`src/rtl/pc_reg.sv`:
```
// Program counter register: HOLD/RUN fetch FSM with flush/stall/branch priority select.
// Optional pending-branch buffer under `PC_BRANCH_HOLD_EN` (branch seen during IF stall is replayed on release).
module pc_reg (
  input  logic        clk,
  input  logic        rst,
  input  logic [5:0]  stall,
  input  logic        flush,
  input  logic [31:0] new_pc,
  input  logic        branch_flag_i,
  input  logic [31:0] branch_target_i,
  output logic [31:0] pc,
  output logic        ce,
  output logic        pend_o
);

  localparam logic STOP = 1'b1;

  typedef enum logic {
    HOLD = 1'b0,
    RUN  = 1'b1
  } state_e;

  state_e      state_q, state_d;
  logic [31:0] pc_q, pc_d;
  logic        ce_q, ce_d;

`ifdef PC_BRANCH_HOLD_EN
  logic        pend_vld_q, pend_vld_d;
  logic [31:0] pend_tgt_q, pend_tgt_d;
`endif

  // Only the IF hold bit of the stall vector matters here.
  logic unused_stall;
  assign unused_stall = ^stall[5:1];

  always_comb begin
    state_d = state_q;
    pc_d    = pc_q;
    ce_d    = ce_q;
`ifdef PC_BRANCH_HOLD_EN
    pend_vld_d = pend_vld_q;
    pend_tgt_d = pend_tgt_q;
`endif
    if (state_q == HOLD) begin
      state_d = RUN;
      ce_d    = 1'b1;
    end else begin
      if (flush) begin
        pc_d = {new_pc[31:2], 2'b00};
`ifdef PC_BRANCH_HOLD_EN
        pend_vld_d = 1'b0;
`endif
      end else if (stall[0] == STOP) begin
`ifdef PC_BRANCH_HOLD_EN
        if (branch_flag_i) begin
          pend_vld_d = 1'b1;
          pend_tgt_d = {branch_target_i[31:2], 2'b00};
        end
`endif
      end
`ifdef PC_BRANCH_HOLD_EN
      else if (pend_vld_q) begin
        pc_d       = pend_tgt_q;
        pend_vld_d = 1'b0;
      end
`endif
      else if (branch_flag_i) begin
        pc_d = {branch_target_i[31:2], 2'b00};
      end else begin
        pc_d = pc_q + 32'd4;
      end
    end
  end

  always_ff @(posedge clk) begin
    if (rst) begin
      state_q <= HOLD;
      pc_q    <= 32'h0000_0000;
      ce_q    <= 1'b0;
`ifdef PC_BRANCH_HOLD_EN
      pend_vld_q <= 1'b0;
      pend_tgt_q <= 32'h0000_0000;
`endif
    end else begin
      state_q <= state_d;
      pc_q    <= pc_d;
      ce_q    <= ce_d;
`ifdef PC_BRANCH_HOLD_EN
      pend_vld_q <= pend_vld_d;
      pend_tgt_q <= pend_tgt_d;
`endif
    end
  end

  assign pc = pc_q;
  assign ce = ce_q;
`ifdef PC_BRANCH_HOLD_EN
  assign pend_o = pend_vld_q;
`else
  assign pend_o = 1'b0;
`endif

endmodule

```
`config.mk`:
```
export PLATFORM = sky130hd
export DESIGN_NAME = pc_reg
export DESIGN_NICKNAME = d
export VERILOG_FILES = /design/src/rtl/pc_reg.sv
export SDC_FILE = /design/constraint.sdc
export NUM_CORES = 1
export LEC_CHECK = 0
export CAP_MARGIN = 20
export CELL_PAD_IN_SITES_DETAIL_PLACEMENT = 0
export CELL_PAD_IN_SITES_GLOBAL_PLACEMENT = 1
export CORE_MARGIN = 2
export CORE_UTILIZATION = 31
export CTS_CLUSTER_SIZE = 20
export DETAILED_ROUTE_END_ITERATION = 10
export GPL_TIMING_DRIVEN = 0
export PLACE_DENSITY = 0.95
export SYNTH_ARGS = -nofsm -noshare
export SYNTH_HDL_FRONTEND = slang
export SYNTH_SLANG_ARGS = --single-unit
export TNS_END_PERCENT = 20
```
`constraint.sdc`:
```
create_clock -name clk -period 5.3 [get_ports clk]
set_input_delay 1.59 -clock clk [delete_from_list [all_inputs] [get_ports clk]]
set_output_delay 1.59 -clock clk [all_outputs]
set_load 0.03 [all_outputs]
```
== Yosys cells after proc, flatten, opt, wreduce, memory -nomap -nowiden ==
Index checks and enable logic that the tools add are counted.

* $add $sub $neg: 1
* Eq/ne operators: 1
* Mux-type cells: 4
* Reduce and logical (&&, ||, !) cells: 1

{| class="wikitable"
|+ Operators with widths
! kind !! count
|-
| $mux W32 || 3
|-
| $add A32 B3 Y32 const B || 1
|-
| $ne A2 B1 Y1 const B || 1
|-
| $reduce_and A2 Y1 || 1
|-
| $mux W1 || 1
|}

* Bits in registers: 34
* Bits of input ports: 74
* Output and inout bits: 34
* Word-level logic and storage cells: 10

== Longest topological paths before layout ==
Gate-level depths: netlist (run 1).

* Depth after elaboration: 4
* Mapped depth: 7
* Mapped depth without buffers: 6

== Worst setup path before layout (run 1) ==
No wires, ideal clock.

* Path type: input port to flip-flop
* Start: input flush
* End: register pc_q[3], in the netlist pc[3]
* Library setup time: 0.070 ns
* Arrival: 2.967 ns
* Data required time: 5.230 ns
* Path slack: 2.263 ns
* Cell stages on the path: 7
* Buffers on the path: 3
* Path through: clkbuf_1 -> inv_1 -> a21boi_1 -> clkbuf_1 -> clkbuf_1 -> o211ai_1 -> a21oi_1

* Longest elaborated chain between the ends: 2
* Elaborated cells on any way between the ends: 3
* Those cells by class: eq/ne (1); mux (1); reduce/logical (1)

{| class="wikitable"
|+ Ends and longest elaborated chain
! element !! RTL line !! text
|-
| from (decl) || 7 || <nowiki>input logic flush,</nowiki>
|-
| $ne A2 B1 Y1 (no source line) || n/a ||
|-
| $reduce_and A2 Y1 (no source line) || n/a ||
|-
| to (signal assigned) || 86 || <nowiki>pc_q <= pc_d;</nowiki>
|-
| to (decl) || 24 || <nowiki>logic [31:0] pc_q, pc_d;</nowiki>
|}

Parallel ways exist; a longest one is shown, timed or not.
A chain may end at the register's enable or synchronous reset.

== Worst setup path in the final report (run 1) ==
* Start: input stall[0]
* End: register pc_q[3], in the netlist pc[3]

* Longest elaborated chain between the ends: 2

{| class="wikitable"
|+ Ends and longest elaborated chain
! element !! RTL line !! text
|-
| from (decl) || 6 || <nowiki>input logic [5:0] stall,</nowiki>
|-
| $ne A2 B1 Y1 (no source line) || n/a ||
|-
| $reduce_and A2 Y1 (no source line) || n/a ||
|}

Every way passes these cells.

==> report_table.html, run 1 <==
<table>
<tr><th>Metric</th><th>Value</th></tr>
<tr><th colspan="2">Drt</th></tr>
<tr><td>Total via count in the routed design</td><td>between 2000 and 3000</td></tr>
<tr><td>Drt first-iter violations</td><td>224</td></tr>
<tr><td>Final ANT Viol Nets</td><td>0</td></tr>
<tr><td>Detailed Routing Iterations Pass 1</td><td>5</td></tr>
<tr><td>Vias per cell</td><td>5.71</td></tr>
<tr><td>Wire length per cell after detailed routing</td><td>17.5 um</td></tr>
<tr><td>DRC viols</td><td>0</td></tr>
<tr><td>Wirelength, routed</td><td>between 8000 and 9000 um</td></tr>
<tr><th colspan="2">Floorplanning</th></tr>
<tr><td>I/O pin cnt</td><td>about 110</td></tr>
<tr><td>Initial Utilization</td><td>between 30% and 40%</td></tr>
<tr><td>Vertical die dimension</td><td>approximately 90 um</td></tr>
<tr><td>Area enclosed by the die boundary</td><td>just over 8000 um2</td></tr>
<tr><td>Core ar.</td><td>7210 um2</td></tr>
<tr><td>Width of the die</td><td>90.2 um</td></tr>
<tr><td># rows</td><td>31</td></tr>
<tr><th colspan="2">Hold path</th></tr>
<tr><td>Hold EP</td><td>ce</td></tr>
<tr><td>Hold Path Cell Cnt</td><td>1</td></tr>
<tr><td>Classification of the worst-slack hold path</td><td>register to register</td></tr>
<tr><td>Hold Path Origin</td><td>state_q</td></tr>
<tr><th colspan="2">Layout</th></tr>
<tr><td>Post-synthesis to final-layout area growth</td><td>50.5%</td></tr>
<tr><td>Flip-flop count of the largest register, all copies and words added</td><td>30</td></tr>
<tr><td>Footprint of the multi-input gates</td><td>1520 um2</td></tr>
<tr><td>Count of antenna diodes in the layout</td><td>0</td></tr>
<tr><td>Share of final-layout standard cells stronger than drive strength 1</td><td>5.10%</td></tr>
<tr><td>Count of filler cells inserted in the layout</td><td>744</td></tr>
<tr><td>Fin nets</td><td>486</td></tr>
<tr><td>Final Cell Area</td><td>3470 um2</td></tr>
<tr><td>Combined flip-flop and latch cell area</td><td>between 600 and 700 um2</td></tr>
<tr><th colspan="2">Yosys</th></tr>
<tr><td>Area share of the leading cell type in the synthesized netlist</td><td>between 20% and 30%</td></tr>
<tr><td>Main flop type after synthesis</td><td>sky130_fd_sc_hd__dfxtp_1</td></tr>
<tr><td>Post-Syn Area per Cell</td><td>roughly 7.5 um2</td></tr>
<tr><td>Share of synthesized area occupied by flip-flops and latches</td><td>between 20% and 30%</td></tr>
<tr><td>Share of synthesized area spent on multiplexers</td><td>2.17%</td></tr>
<tr><td>Xor and xnor area share after synthesis</td><td>2.66%</td></tr>
<tr><td>Fraction of registers with async set/reset</td><td>0%</td></tr>
<tr><td>Share of synthesized cell area in and, or, nand and nor gates</td><td>25.8%</td></tr>
<tr><td>Most common cell in the netlist</td><td>sky130_fd_sc_hd__a21oi_1</td></tr>
<tr><td>EDFF count, synth</td><td>0</td></tr>
<tr><td>Adder-Cell Fraction of Synth Area</td><td>0.543%</td></tr>
<tr><td>Cells taking the most area after synthesis</td><td>sky130_fd_sc_hd__dfxtp_1, sky130_fd_sc_hd__a21oi_1, sky130_fd_sc_hd__o21ai_0</td></tr>
<tr><td>Complex-gate fraction of the synthesized area</td><td>34.4%</td></tr>
<tr><td>Post-synth top area cell</td><td>sky130_fd_sc_hd__dfxtp_1</td></tr>
<tr><td>Number of warnings printed during yosys synthesis</td><td>0</td></tr>
<tr><td>FF+latch count, synth</td><td>32</td></tr>
<tr><td>Synthesized cell area</td><td>2300 um2</td></tr>
<tr><td>Distinct cell type count of the synthesized netlist</td><td>53</td></tr>
<tr><td>Largest family of logic cells by synthesized area</td><td>compound AO/OA/AOI/OAI gates</td></tr>
<tr><td>Top post-synthesis cells by count</td><td>sky130_fd_sc_hd__a21oi_1, sky130_fd_sc_hd__dfxtp_1, sky130_fd_sc_hd__nand2_1</td></tr>
<tr><td>Cells after synthesis</td><td>308</td></tr>
<tr><th colspan="2">Global routing</th></tr>
<tr><td>Total congestion overflow</td><td>0</td></tr>
<tr><td>Number of antenna violations at the first check in global routing</td><td>0</td></tr>
<tr><td>GR Util All Layers</td><td>21.8%</td></tr>
<tr><td>Wire length of the first global-routing pass</td><td>~14000 um</td></tr>
<tr><td>Largest net degree at the start of global routing</td><td>11</td></tr>
<tr><td>Number of global-route vias before repair</td><td>around 2800</td></tr>
<tr><th colspan="2">Clock network</th></tr>
<tr><td>Worst-Skew Late Latency</td><td>0.29 ns</td></tr>
<tr><td>Setup Buffers After CTS</td><td>0</td></tr>
<tr><td>Clock buffer count from CTS</td><td>5</td></tr>
<tr><td>CTS tree</td><td>yes</td></tr>
<tr><td>Root buffer selected by CTS</td><td>sky130_fd_sc_hd__clkbuf_8</td></tr>
<tr><td>H-Tree Level Count</td><td>2</td></tr>
<tr><td>Post-CTS Hold Fix Bufs</td><td>0</td></tr>
<tr><td>Post-cts repair resize count</td><td>0</td></tr>
<tr><td>Clock Path Buffers</td><td>2</td></tr>
<tr><td>Clock-pin slew reported for the worst setup and hold paths after clock tree synthesis</td><td>~0.07 ns</td></tr>
<tr><td>Num Clock Sinks</td><td>32</td></tr>
<tr><th colspan="2">Timing</th></tr>
<tr><td>Relative slew slack</td><td>46.8%</td></tr>
<tr><td>Final setup skew</td><td>0.00359 ns</td></tr>
<tr><td>Post-route minimum period</td><td>3.53 ns</td></tr>
<tr><td>RSZ-0062 raised after global routing</td><td>no</td></tr>
<tr><td>Slew Limit Fails</td><td>0</td></tr>
<tr><td>Final Hold Fails</td><td>0</td></tr>
<tr><td>Worst-Margin Slew</td><td>0.791 ns</td></tr>
<tr><td>Min Hold Slack</td><td>approximately 0.46 ns</td></tr>
<tr><td>Final TNS setup</td><td>0 ns</td></tr>
<tr><td>Final period util</td><td>66.6%</td></tr>
<tr><td>Max Clk Rate</td><td>0.283 GHz</td></tr>
<tr><td>Setup violation total in the final timing report</td><td>0</td></tr>
<tr><th colspan="2">Worst setup path</th></tr>
<tr><td>Count of cells along the worst register-to-register path</td><td>6</td></tr>
<tr><td>Worst r2r dst</td><td>pc[28]</td></tr>
<tr><td>Startpoint class of the critical path</td><td>input port</td></tr>
<tr><td>Arrival time of the worst setup path</td><td>3.74 ns</td></tr>
<tr><td>Category of the worst setup path capture point</td><td>register</td></tr>
<tr><td>Reg2Reg Setup Slack</td><td>2.94 ns</td></tr>
<tr><td>Data required time at the worst endpoint</td><td>5.51 ns</td></tr>
<tr><td>Start of the worst register-to-register path</td><td>pc[2]</td></tr>
<tr><td>Class of the most critical setup path</td><td>input port to register</td></tr>
<tr><td>Maximum fanout count along the critical path</td><td>10</td></tr>
<tr><th colspan="2">Flow run</th></tr>
<tr><td>Reported max-cap violation count</td><td>0</td></tr>
<tr><th colspan="2">Run status</th></tr>
<tr><td>Result of the run</td><td>complete, no violations</td></tr>
<tr><th colspan="2">Placed design</th></tr>
<tr><td>DP HPWL</td><td>6530 um</td></tr>
<tr><td>DP Area</td><td>approximately 3400 um2</td></tr>
<tr><td>Routability Congestion</td><td>0.873</td></tr>
<tr><td>Number of buffers inserted by port buffering</td><td>between 90 and 100</td></tr>
<tr><th colspan="2">Pwr</th></tr>
<tr><td>Power density relative to cell area</td><td>205 nW/um2</td></tr>
<tr><td>Total leakage power</td><td>1.18 nW</td></tr>
<tr><td>Worst vdd ir</td><td>0.0951 mV</td></tr>
</table>
==> cell families (layout without fill, tap and decap cells) <==
group / after synthesis / after routing
buffers and inverters: 36 / 138
AOI/OAI and AO/OA: 121 / 121
xor gates and xnor gates: 7 / 7
other: 1 / 3
and+or+nand+nor: 105 / 105
adders and majority gates: 1 / 1
DFF: 32 / 32
muxes: 5 / 5
==> stage by stage <==
| stage | power, W | utilization, % | cells | setup slack [ns] |
|---|---|---|---|---|
| final | 0.000710 | 48.0 | 511 | 1.77 |
| after floorplan | 0.000397 | - | 310 | 2.26 |
| after global routing | 0.000742 | 48.0 | 511 | 1.63 |
| after detailed placement | 0.000509 | 46.8 | 503 | 1.50 |
| after global placement | 0.000507 | 46.8 | 503 | 1.53 |
| after CTS | 0.000707 | 48.0 | 511 | 1.80 |
==> layout make-up <==
class                      instances  share of cell area [%]
sequential                        32                    18.5
tap                               99                    3.57
clock buffer                       8                    2.60
buffer                            26                    3.21
multi-input combinational        242                    43.9
inverter                          10                    1.08
timing repair buffer              94                    27.1
==> critical path, stage by stage <==
cell and delay [ns]:
sky130_fd_sc_hd__clkdlybuf4s50_1 0.44, sky130_fd_sc_hd__a21boi_1 0.47, sky130_fd_sc_hd__clkbuf_1 0.45, sky130_fd_sc_hd__clkbuf_1 0.47, sky130_fd_sc_hd__o211ai_1 0.16, sky130_fd_sc_hd__a21oi_1 0.15
==> routing by layer <==
layer / wire length [um] / vias up / GRT usage, %
li1: - / 1387 / -
met1: 3880 / 1348 / 28.6
met2: 4070 / 164 / 35.2
met3: 842 / 17 / 6.20
met4: 148 / 0 / 5.90
met5: 0 / - / 0
==> how the worst max path moves through the flow <==
stage,start,cells past startpoint,endpoint,slack (ns)
3_5_place_dp,stall[0],6,pc[3],1.50
6_report,stall[0],6,pc[3],1.77
2_1_floorplan,flush,7,pc[3],2.26
4_1_cts,stall[0],6,pc[3],1.80
5_1_grt,stall[0],6,pc[3],1.63
3_3_place_gp,stall[0],6,pc[3],1.53
==> where the power goes <==
group	total (W)	leakage, nW	internal [W]	switching (W)
Combinational	0.000222	0.870	0.000105	0.000117
Clock	0.000204	0.0455	0.000106	0.0000976
Sequential	0.000284	0.264	0.000258	0.0000264
Total	0.000710	1.18	0.000469	0.000241
==> layout by cell type, fill, tap and decap left out, types with 4 or more instances in the layout <==
cell                               n
sky130_fd_sc_hd__xnor2_1           5
sky130_fd_sc_hd__and3_1            5
sky130_fd_sc_hd__o21ai_0          22
sky130_fd_sc_hd__a31oi_1           6
sky130_fd_sc_hd__nand3_1          18
sky130_fd_sc_hd__o2111ai_1         4
sky130_fd_sc_hd__mux2i_1           5
sky130_fd_sc_hd__clkbuf_1         20
sky130_fd_sc_hd__clkdlybuf4s50_1  94
sky130_fd_sc_hd__nor3_1            4
sky130_fd_sc_hd__a221o_1           4
sky130_fd_sc_hd__nand4_1           6
sky130_fd_sc_hd__nor2_1           18
sky130_fd_sc_hd__a22oi_1          10
sky130_fd_sc_hd__o211ai_1         10
sky130_fd_sc_hd__o21a_1            5
sky130_fd_sc_hd__nand2_1          26
sky130_fd_sc_hd__or3_1             5
sky130_fd_sc_hd__dfxtp_1          32
sky130_fd_sc_hd__clkbuf_8          6
sky130_fd_sc_hd__nor4_1            4
sky130_fd_sc_hd__a21oi_1          34
sky130_fd_sc_hd__inv_1             9
No activity file was read; power rests on OpenSTA's default activity.
==> inputs of run 2 (changes only) <==
--- a/config.mk
+++ b/config.mk
@@ -9,11 +9,11 @@
 export CELL_PAD_IN_SITES_DETAIL_PLACEMENT = 0
 export CELL_PAD_IN_SITES_GLOBAL_PLACEMENT = 1
 export CORE_MARGIN = 2
-export CORE_UTILIZATION = 31
+export CORE_UTILIZATION = 26
 export CTS_CLUSTER_SIZE = 20
 export DETAILED_ROUTE_END_ITERATION = 10
 export GPL_TIMING_DRIVEN = 0
-export PLACE_DENSITY = 0.95
+export PLACE_DENSITY = 0.89
 export SYNTH_ARGS = -nofsm -noshare
 export SYNTH_HDL_FRONTEND = slang
 export SYNTH_SLANG_ARGS = --single-unit
==> constraint.sdc (replaced) <==
create_clock -name clk -period 2.83 [get_ports clk]
set_input_delay 0.849 -clock clk [delete_from_list [all_inputs] [get_ports clk]]
set_output_delay 0.849 -clock clk [all_outputs]
set_load 0.03 [all_outputs]
==> run 2 against run 1 <==
Net effect: combinational power grew 89%; sequential share of layout area is essentially flat; register-to-register slack lost 2.4 ns; worst hold slack gained 0.0011 ns; highest routed layer unchanged.
==> report_table.html, run 2 (synthesis results as in run 1) <==
<table>
<tr><th>Metric</th><th>Value</th></tr>
<tr><th colspan="2">Run status</th></tr>
<tr><td>Result of the run</td><td>complete, no violations</td></tr>
<tr><th colspan="2">Clock network</th></tr>
<tr><td>Post-CTS Hold Fix Bufs</td><td>0</td></tr>
<tr><td>Clock buffer count from CTS</td><td>5</td></tr>
<tr><td>Num Clock Sinks</td><td>32</td></tr>
<tr><td>H-Tree Level Count</td><td>2</td></tr>
<tr><td>Worst-Skew Late Latency</td><td>0.28 ns</td></tr>
<tr><td>Root buffer selected by CTS</td><td>sky130_fd_sc_hd__clkbuf_8</td></tr>
<tr><td>Clock Path Buffers</td><td>2</td></tr>
<tr><td>CTS tree</td><td>yes</td></tr>
<tr><td>Post-cts repair resize count</td><td>0</td></tr>
<tr><td>Setup Buffers After CTS</td><td>0</td></tr>
<tr><td>Clock-pin slew reported for the worst setup and hold paths after clock tree synthesis</td><td>0.06 ns</td></tr>
<tr><th colspan="2">Timing</th></tr>
<tr><td>Final period util</td><td>93.1%</td></tr>
<tr><td>Slew Limit Fails</td><td>0</td></tr>
<tr><td>Max Clk Rate</td><td>0.379 GHz</td></tr>
<tr><td>Final Hold Fails</td><td>0</td></tr>
<tr><td>Relative slew slack</td><td>45.5%</td></tr>
<tr><td>Post-route minimum period</td><td>2.64 ns</td></tr>
<tr><td>Final setup skew</td><td>0.00217 ns</td></tr>
<tr><td>RSZ-0062 raised after global routing</td><td>no</td></tr>
<tr><td>Setup violation total in the final timing report</td><td>0</td></tr>
<tr><td>Worst-Margin Slew</td><td>0.809 ns</td></tr>
<tr><th colspan="2">Global routing</th></tr>
<tr><td>Total congestion overflow</td><td>0</td></tr>
<tr><td>Number of antenna violations at the first check in global routing</td><td>0</td></tr>
<tr><td>GR Util All Layers</td><td>19.3%</td></tr>
<tr><td>Largest net degree at the start of global routing</td><td>11</td></tr>
<tr><td>Number of global-route vias before repair</td><td>2855</td></tr>
<tr><td>Wire length of the first global-routing pass</td><td>around 15000 um</td></tr>
<tr><th colspan="2">Worst setup path</th></tr>
<tr><td>Class of the most critical setup path</td><td>input port to register</td></tr>
<tr><td>Arrival time of the worst setup path</td><td>roughly 2.8 ns</td></tr>
<tr><td>Slowest cell on the critical path</td><td>sky130_fd_sc_hd__clkdlybuf4s50_1</td></tr>
<tr><td>Highest cell delay on the worst timing path</td><td>0.48 ns</td></tr>
<tr><td>CP most frequent cell</td><td>sky130_fd_sc_hd__clkbuf_1</td></tr>
<tr><td>Cell-by-cell listing of the critical path</td><td>clkdlybuf4s50_1 -&gt; inv_1 -&gt; o21ai_0 -&gt; clkbuf_1 -&gt; clkbuf_1 -&gt; nor3_1 -&gt; a31oi_1 -&gt; nand2_1</td></tr>
<tr><td>Maximum fanout count along the critical path</td><td>10</td></tr>
<tr><td>Category of the worst setup path capture point</td><td>register</td></tr>
<tr><td>Startpoint class of the critical path</td><td>input port</td></tr>
<tr><td>Data required time at the worst endpoint</td><td>3.00 ns</td></tr>
<tr><th colspan="2">Floorplanning</th></tr>
<tr><td>I/O pin cnt</td><td>108</td></tr>
<tr><td>Area enclosed by the die boundary</td><td>between 9000 and 10000 um2</td></tr>
<tr><td>Core ar.</td><td>8640 um2</td></tr>
<tr><td>Vertical die dimension</td><td>98.1 um</td></tr>
<tr><td>Width of the die</td><td>98.1 um</td></tr>
<tr><td>Initial Utilization</td><td>26.7%</td></tr>
<tr><td># rows</td><td>34</td></tr>
<tr><th colspan="2">Drt</th></tr>
<tr><td>Total via count in the routed design</td><td>~2900</td></tr>
<tr><td>Wirelength, routed</td><td>9390 um</td></tr>
<tr><td>Wire length per cell after detailed routing</td><td>18.2 um</td></tr>
<tr><td>Detailed Routing Iterations Pass 1</td><td>5</td></tr>
<tr><td>Drt first-iter violations</td><td>approximately 210</td></tr>
<tr><td>DRC viols</td><td>0</td></tr>
<tr><td>Final ANT Viol Nets</td><td>0</td></tr>
<tr><td>Vias per cell</td><td>5.58</td></tr>
<tr><th colspan="2">Layout</th></tr>
<tr><td>Most used cells in the layout excluding fill and tap cells</td><td>sky130_fd_sc_hd__clkdlybuf4s50_1, sky130_fd_sc_hd__a21oi_1, sky130_fd_sc_hd__dfxtp_1, sky130_fd_sc_hd__nand2_1, sky130_fd_sc_hd__o21ai_0</td></tr>
<tr><td>Fin nets</td><td>486</td></tr>
<tr><td>Post-synthesis to final-layout area growth</td><td>50.1%</td></tr>
<tr><td>Flip-flop count of the largest register, all copies and words added</td><td>30</td></tr>
<tr><td>Share of final-layout standard cells stronger than drive strength 1</td><td>between 5 and 6%</td></tr>
<tr><td>Post-Route Utilization</td><td>40.0%</td></tr>
<tr><td>Most frequent standard cell in the layout excluding fill and tap cells</td><td>sky130_fd_sc_hd__clkdlybuf4s50_1</td></tr>
<tr><td>Count of antenna diodes in the layout</td><td>0</td></tr>
<tr><th colspan="2">Pwr</th></tr>
<tr><td>Worst vdd ir</td><td>0.160 mV</td></tr>
<tr><td>Total leakage power</td><td>1.17 nW</td></tr>
<tr><td>Power density relative to cell area</td><td>between 300 and 400 nW/um2</td></tr>
<tr><td>Overall power</td><td>approximately 0.0013 W</td></tr>
<tr><th colspan="2">Placed design</th></tr>
<tr><td>DP HPWL</td><td>between 6000 and 7000 um</td></tr>
<tr><td>Number of buffers inserted by port buffering</td><td>94</td></tr>
<tr><td>Routability Congestion</td><td>0.852</td></tr>
<tr><th colspan="2">Hold path</th></tr>
<tr><td>Classification of the worst-slack hold path</td><td>register to register</td></tr>
<tr><th colspan="2">Flow run</th></tr>
<tr><td>Reported max-cap violation count</td><td>0</td></tr>
</table>
[run 2: cell types whose count changed in the layout (fill, tap and decap cells not counted), sizes merged]
cell	previous run	this run
clkbuf	26	23
[run 2: worst max-delay path: cells and delay by family]
family	cells	cell delay, ns
AO/OA/AOI/OAI	2	0.38
buffers and inverters	4	1.39
AND/OR/NAND/NOR	2	0.18
[run 2: worst paths after layout]
check | cells after the start | start | to | slack [ns]
worst min register to register | 2 | ce | ce | 0.46
worst min-delay path | 2 | ce | ce | 0.46
worst max register to register | 6 | pc[2] | pc[28] | 0.51
worst max-delay path | 8 | stall[0] | pc[11] | 0.19
[run 2: area by class of cell]
type / instances / area (um2)
fill: 896 / 5180
clock buffer: 5 / 68.8
timing repair buffer: 94 / 941
sequential: 32 / 641
multi-input combinational: 242 / 1520
buffer: 26 / 113
inverter: 10 / 37.5
tap: 108 / 135
[run 2: report_power, final]
part           leakage, nW  total, W  switching [W]  internal, W
combinational        0.873  0.000420       0.000222     0.000198
clock               0.0359  0.000322       0.000163     0.000158
sequential           0.264  0.000533      0.0000498     0.000483
total                 1.17   0.00127       0.000435     0.000839
[run 2: layer usage]
metal  vias to the layer above  GRT usage [%]  wire, um
li1                       1380              -         -
met1                      1367           25.6      4190
met2                       125           31.2      4280
met3                        13           5.30       799
met4                         0           4.49       121
met5                         -              0         0
[run 2: metrics by stage]
stage | hold slack, ns | std cells | setup TNS, ns | worst slack [ns] | instance area, um2
floorplan | 0.421 | 310 | 0 | 0.534 | 2310
global placement | 0.436 | 512 | -1.21 | -0.204 | 3390
detailed placement | 0.449 | 512 | -1.66 | -0.243 | 3390
CTS | 0.459 | 517 | 0 | 0.0476 | 3460
global route | 0.474 | 517 | 0 | 0.0208 | 3460
finish | 0.460 | 517 | 0 | 0.195 | 3460
==> inputs of run 3 (changes only) <==
--- a/config.mk
+++ b/config.mk
@@ -10,10 +10,12 @@
 export CELL_PAD_IN_SITES_GLOBAL_PLACEMENT = 1
 export CORE_MARGIN = 2
 export CORE_UTILIZATION = 26
+export CTS_BUF_LIST = sky130_fd_sc_hd__clkbuf_16
 export CTS_CLUSTER_SIZE = 20
 export DETAILED_ROUTE_END_ITERATION = 10
 export GPL_TIMING_DRIVEN = 0
 export PLACE_DENSITY = 0.89
+export RECOVER_POWER = 50
 export SYNTH_ARGS = -nofsm -noshare
 export SYNTH_HDL_FRONTEND = slang
 export SYNTH_SLANG_ARGS = --single-unit
==> run 3 against run 2 <==
Net effect: critical path depth unchanged; global-route usage is 0.12 points higher; critical path type unchanged; power up 12%; largest power group unchanged; final cell count stayed put; maximum frequency fell by 0.23%.
==> report_table.html, run 3 (synthesis results as in run 1) <==
<table>
<tr><th>Metric</th><th>Value</th></tr>
<tr><th colspan="2">Run status</th></tr>
<tr><td>Result of the run</td><td>complete, no violations</td></tr>
<tr><th colspan="2">Clock network</th></tr>
<tr><td>Worst-Skew Late Latency</td><td>0.28 ns</td></tr>
<tr><td>Clock Path Buffers</td><td>2</td></tr>
<tr><td>Clock buffer count from CTS</td><td>5</td></tr>
<tr><td>Clock-pin slew reported for the worst setup and hold paths after clock tree synthesis</td><td>about 0.05 ns</td></tr>
<tr><td>H-Tree Level Count</td><td>2</td></tr>
<tr><td>Num Clock Sinks</td><td>32</td></tr>
<tr><td>CTS tree</td><td>yes</td></tr>
<tr><td>Setup Buffers After CTS</td><td>0</td></tr>
<tr><td>Root buffer selected by CTS</td><td>sky130_fd_sc_hd__clkbuf_16</td></tr>
<tr><th colspan="2">Timing</th></tr>
<tr><td>Setup violation total in the final timing report</td><td>0</td></tr>
<tr><td>Relative slew slack</td><td>45.7%</td></tr>
<tr><td>Worst-Margin Slew</td><td>0.807 ns</td></tr>
<tr><td>Final period util</td><td>slightly above 90%</td></tr>
<tr><td>Slew Limit Fails</td><td>0</td></tr>
<tr><td>Post-route minimum period</td><td>roughly 2.6 ns</td></tr>
<tr><td>Final setup skew</td><td>0.00382 ns</td></tr>
<tr><td>Max Clk Rate</td><td>0.379 GHz</td></tr>
<tr><td>Final Hold Fails</td><td>0</td></tr>
<tr><td>RSZ-0062 raised after global routing</td><td>no</td></tr>
<tr><th colspan="2">Layout</th></tr>
<tr><td>Share of final-layout standard cells stronger than drive strength 1</td><td>5.13%</td></tr>
<tr><td>Most used cells in the layout excluding fill and tap cells</td><td>sky130_fd_sc_hd__clkdlybuf4s50_1, sky130_fd_sc_hd__a21oi_1, sky130_fd_sc_hd__dfxtp_1, sky130_fd_sc_hd__dlygate4sd3_1, sky130_fd_sc_hd__nand2_1</td></tr>
<tr><td>Final cell count without fillers</td><td>517</td></tr>
<tr><td>Count of filler cells inserted in the layout</td><td>between 800 and 900</td></tr>
<tr><td>Count of antenna diodes in the layout</td><td>0</td></tr>
<tr><td>Footprint of the multi-input gates</td><td>1520 um2</td></tr>
<tr><td>Post-synthesis to final-layout area growth</td><td>52.5%</td></tr>
<tr><td>Most frequent standard cell in the layout excluding fill and tap cells</td><td>sky130_fd_sc_hd__clkdlybuf4s50_1</td></tr>
<tr><td>Flip-flop count of the largest register, all copies and words added</td><td>30</td></tr>
<tr><td>Fin nets</td><td>486</td></tr>
<tr><td>Combined flip-flop and latch cell area</td><td>between 600 and 700 um2</td></tr>
<tr><td>Post-Route Utilization</td><td>40.7%</td></tr>
<tr><th colspan="2">Placed design</th></tr>
<tr><td>DP HPWL</td><td>around 7000 um</td></tr>
<tr><td>Instance count after placement with tap cells included</td><td>512</td></tr>
<tr><td>Number of buffers inserted by port buffering</td><td>94</td></tr>
<tr><td>Routability Congestion</td><td>approximately 0.85</td></tr>
<tr><th colspan="2">Drt</th></tr>
<tr><td>Wire length per cell after detailed routing</td><td>~18 um</td></tr>
<tr><td>Detailed Routing Iterations Pass 1</td><td>5</td></tr>
<tr><td>Vias per cell</td><td>between 5 and 6</td></tr>
<tr><td>DRC viols</td><td>0</td></tr>
<tr><td>Drt first-iter violations</td><td>~160</td></tr>
<tr><td>Final ANT Viol Nets</td><td>0</td></tr>
<tr><td>Wirelength, routed</td><td>9320 um</td></tr>
<tr><td>Total via count in the routed design</td><td>2891</td></tr>
<tr><th colspan="2">Flow run</th></tr>
<tr><td>Reported max-cap violation count</td><td>0</td></tr>
<tr><th colspan="2">Floorplanning</th></tr>
<tr><td>Initial Utilization</td><td>a little over a quarter</td></tr>
<tr><td>Area enclosed by the die boundary</td><td>9630 um2</td></tr>
<tr><td>Core ar.</td><td>8640 um2</td></tr>
<tr><td>Width of the die</td><td>98.1 um</td></tr>
<tr><td># rows</td><td>34</td></tr>
<tr><td>Vertical die dimension</td><td>just under 100 um</td></tr>
<tr><td>I/O pin cnt</td><td>108</td></tr>
<tr><th colspan="2">Global routing</th></tr>
<tr><td>GR Util All Layers</td><td>19.4%</td></tr>
<tr><td>Largest net degree at the start of global routing</td><td>11</td></tr>
<tr><td>Total congestion overflow</td><td>0</td></tr>
<tr><td>Wire length of the first global-routing pass</td><td>roughly 15000 um</td></tr>
<tr><td>Number of antenna violations at the first check in global routing</td><td>0</td></tr>
<tr><td>Number of global-route vias before repair</td><td>2862</td></tr>
<tr><th colspan="2">Worst setup path</th></tr>
<tr><td>Maximum fanout count along the critical path</td><td>10</td></tr>
<tr><td>Highest cell delay on the worst timing path</td><td>between 0.4 and 0.5 ns</td></tr>
<tr><td>Data required time at the worst endpoint</td><td>2.99 ns</td></tr>
<tr><td>Slowest cell on the critical path</td><td>sky130_fd_sc_hd__clkdlybuf4s50_1</td></tr>
<tr><td>Startpoint class of the critical path</td><td>input port</td></tr>
<tr><td>CP most frequent cell</td><td>sky130_fd_sc_hd__clkbuf_1</td></tr>
<tr><td>Category of the worst setup path capture point</td><td>register</td></tr>
<tr><td>Count of buffer and inverter cells on the critical path</td><td>4</td></tr>
<tr><td>Class of the most critical setup path</td><td>input port to register</td></tr>
<tr><td>Arrival time of the worst setup path</td><td>2.80 ns</td></tr>
<tr><td>CP delay by family, top</td><td>buffers and inverters</td></tr>
<tr><td>Cell-by-cell listing of the critical path</td><td>clkdlybuf4s50_1 -&gt; inv_1 -&gt; o21ai_0 -&gt; clkbuf_1 -&gt; clkbuf_1 -&gt; nor3_1 -&gt; a31oi_1 -&gt; nand2_1</td></tr>
<tr><th colspan="2">Hold path</th></tr>
<tr><td>Classification of the worst-slack hold path</td><td>register to register</td></tr>
<tr><th colspan="2">Pwr</th></tr>
<tr><td>Power density relative to cell area</td><td>407 nW/um2</td></tr>
<tr><td>Total leakage power</td><td>roughly 1.3 nW</td></tr>
<tr><td>Worst vdd ir</td><td>around 0.23 mV</td></tr>
</table>
-- run 3: power by group --
part	total, W	switching (W)	internal (W)
combinational	0.000409	0.000221	0.000187
sequential	0.000533	0.0000486	0.000484
clock	0.000490	0.000180	0.000310
-- run 3: repair_timing --
action	CTS	global route
setup endpoints to repair	0	6
gates resized for setup	0	2
hold buffers	0	0
-- run 3: worst paths after layout --
check / from / end / slack (ns) / cells past startpoint
worst max register to register: pc[2] / pc[28] / 0.49 / 6
worst min-delay path: ce / ce / 0.46 / 2
worst min register to register: ce / ce / 0.46 / 2
worst max-delay path: stall[0] / pc[11] / 0.19 / 8
-- run 3: final cells by class --
type / instances / share of cell area [%]
Buffer: 26 / 3.21
Multi-Input combinational cell: 242 / 43.3
Sequential cell: 32 / 18.2
Tap cell: 108 / 3.85
Timing Repair Buffer: 94 / 26.8
Inverter: 10 / 1.07
Clock buffer: 5 / 3.56
-- run 3: worst min-delay path, cell delays in order (launching register included) --
cell	delay, ns
sky130_fd_sc_hd__dfxtp_1	0.31
sky130_fd_sc_hd__inv_1	0.05
sky130_fd_sc_hd__a21oi_1	0.05
-- run 3: metal layers --
layer,up-vias,global-route usage [%],part of all wire (%)
li1,1380,-,-
met1,1371,25.8,45
met4,0,4.17,1.6
met5,-,0,0
met2,123,31.6,46
met3,17,5.30,7.8
-- run 3: metrics by stage --
stage                     hold slack [ns]  total power (W)  setup slack [ns]  TNS, ns  instance area [um2]
after floorplan                     0.421         0.000743             0.534        0                 2310
after global placement              0.436         0.000954            -0.204    -1.21                 3390
after detailed placement            0.449         0.000958            -0.243    -1.66                 3390
after CTS                           0.457          0.00145            0.0359        0                 3510
after global routing                0.468          0.00150           0.00431        0                 3510
final                               0.455          0.00143             0.189        0                 3510
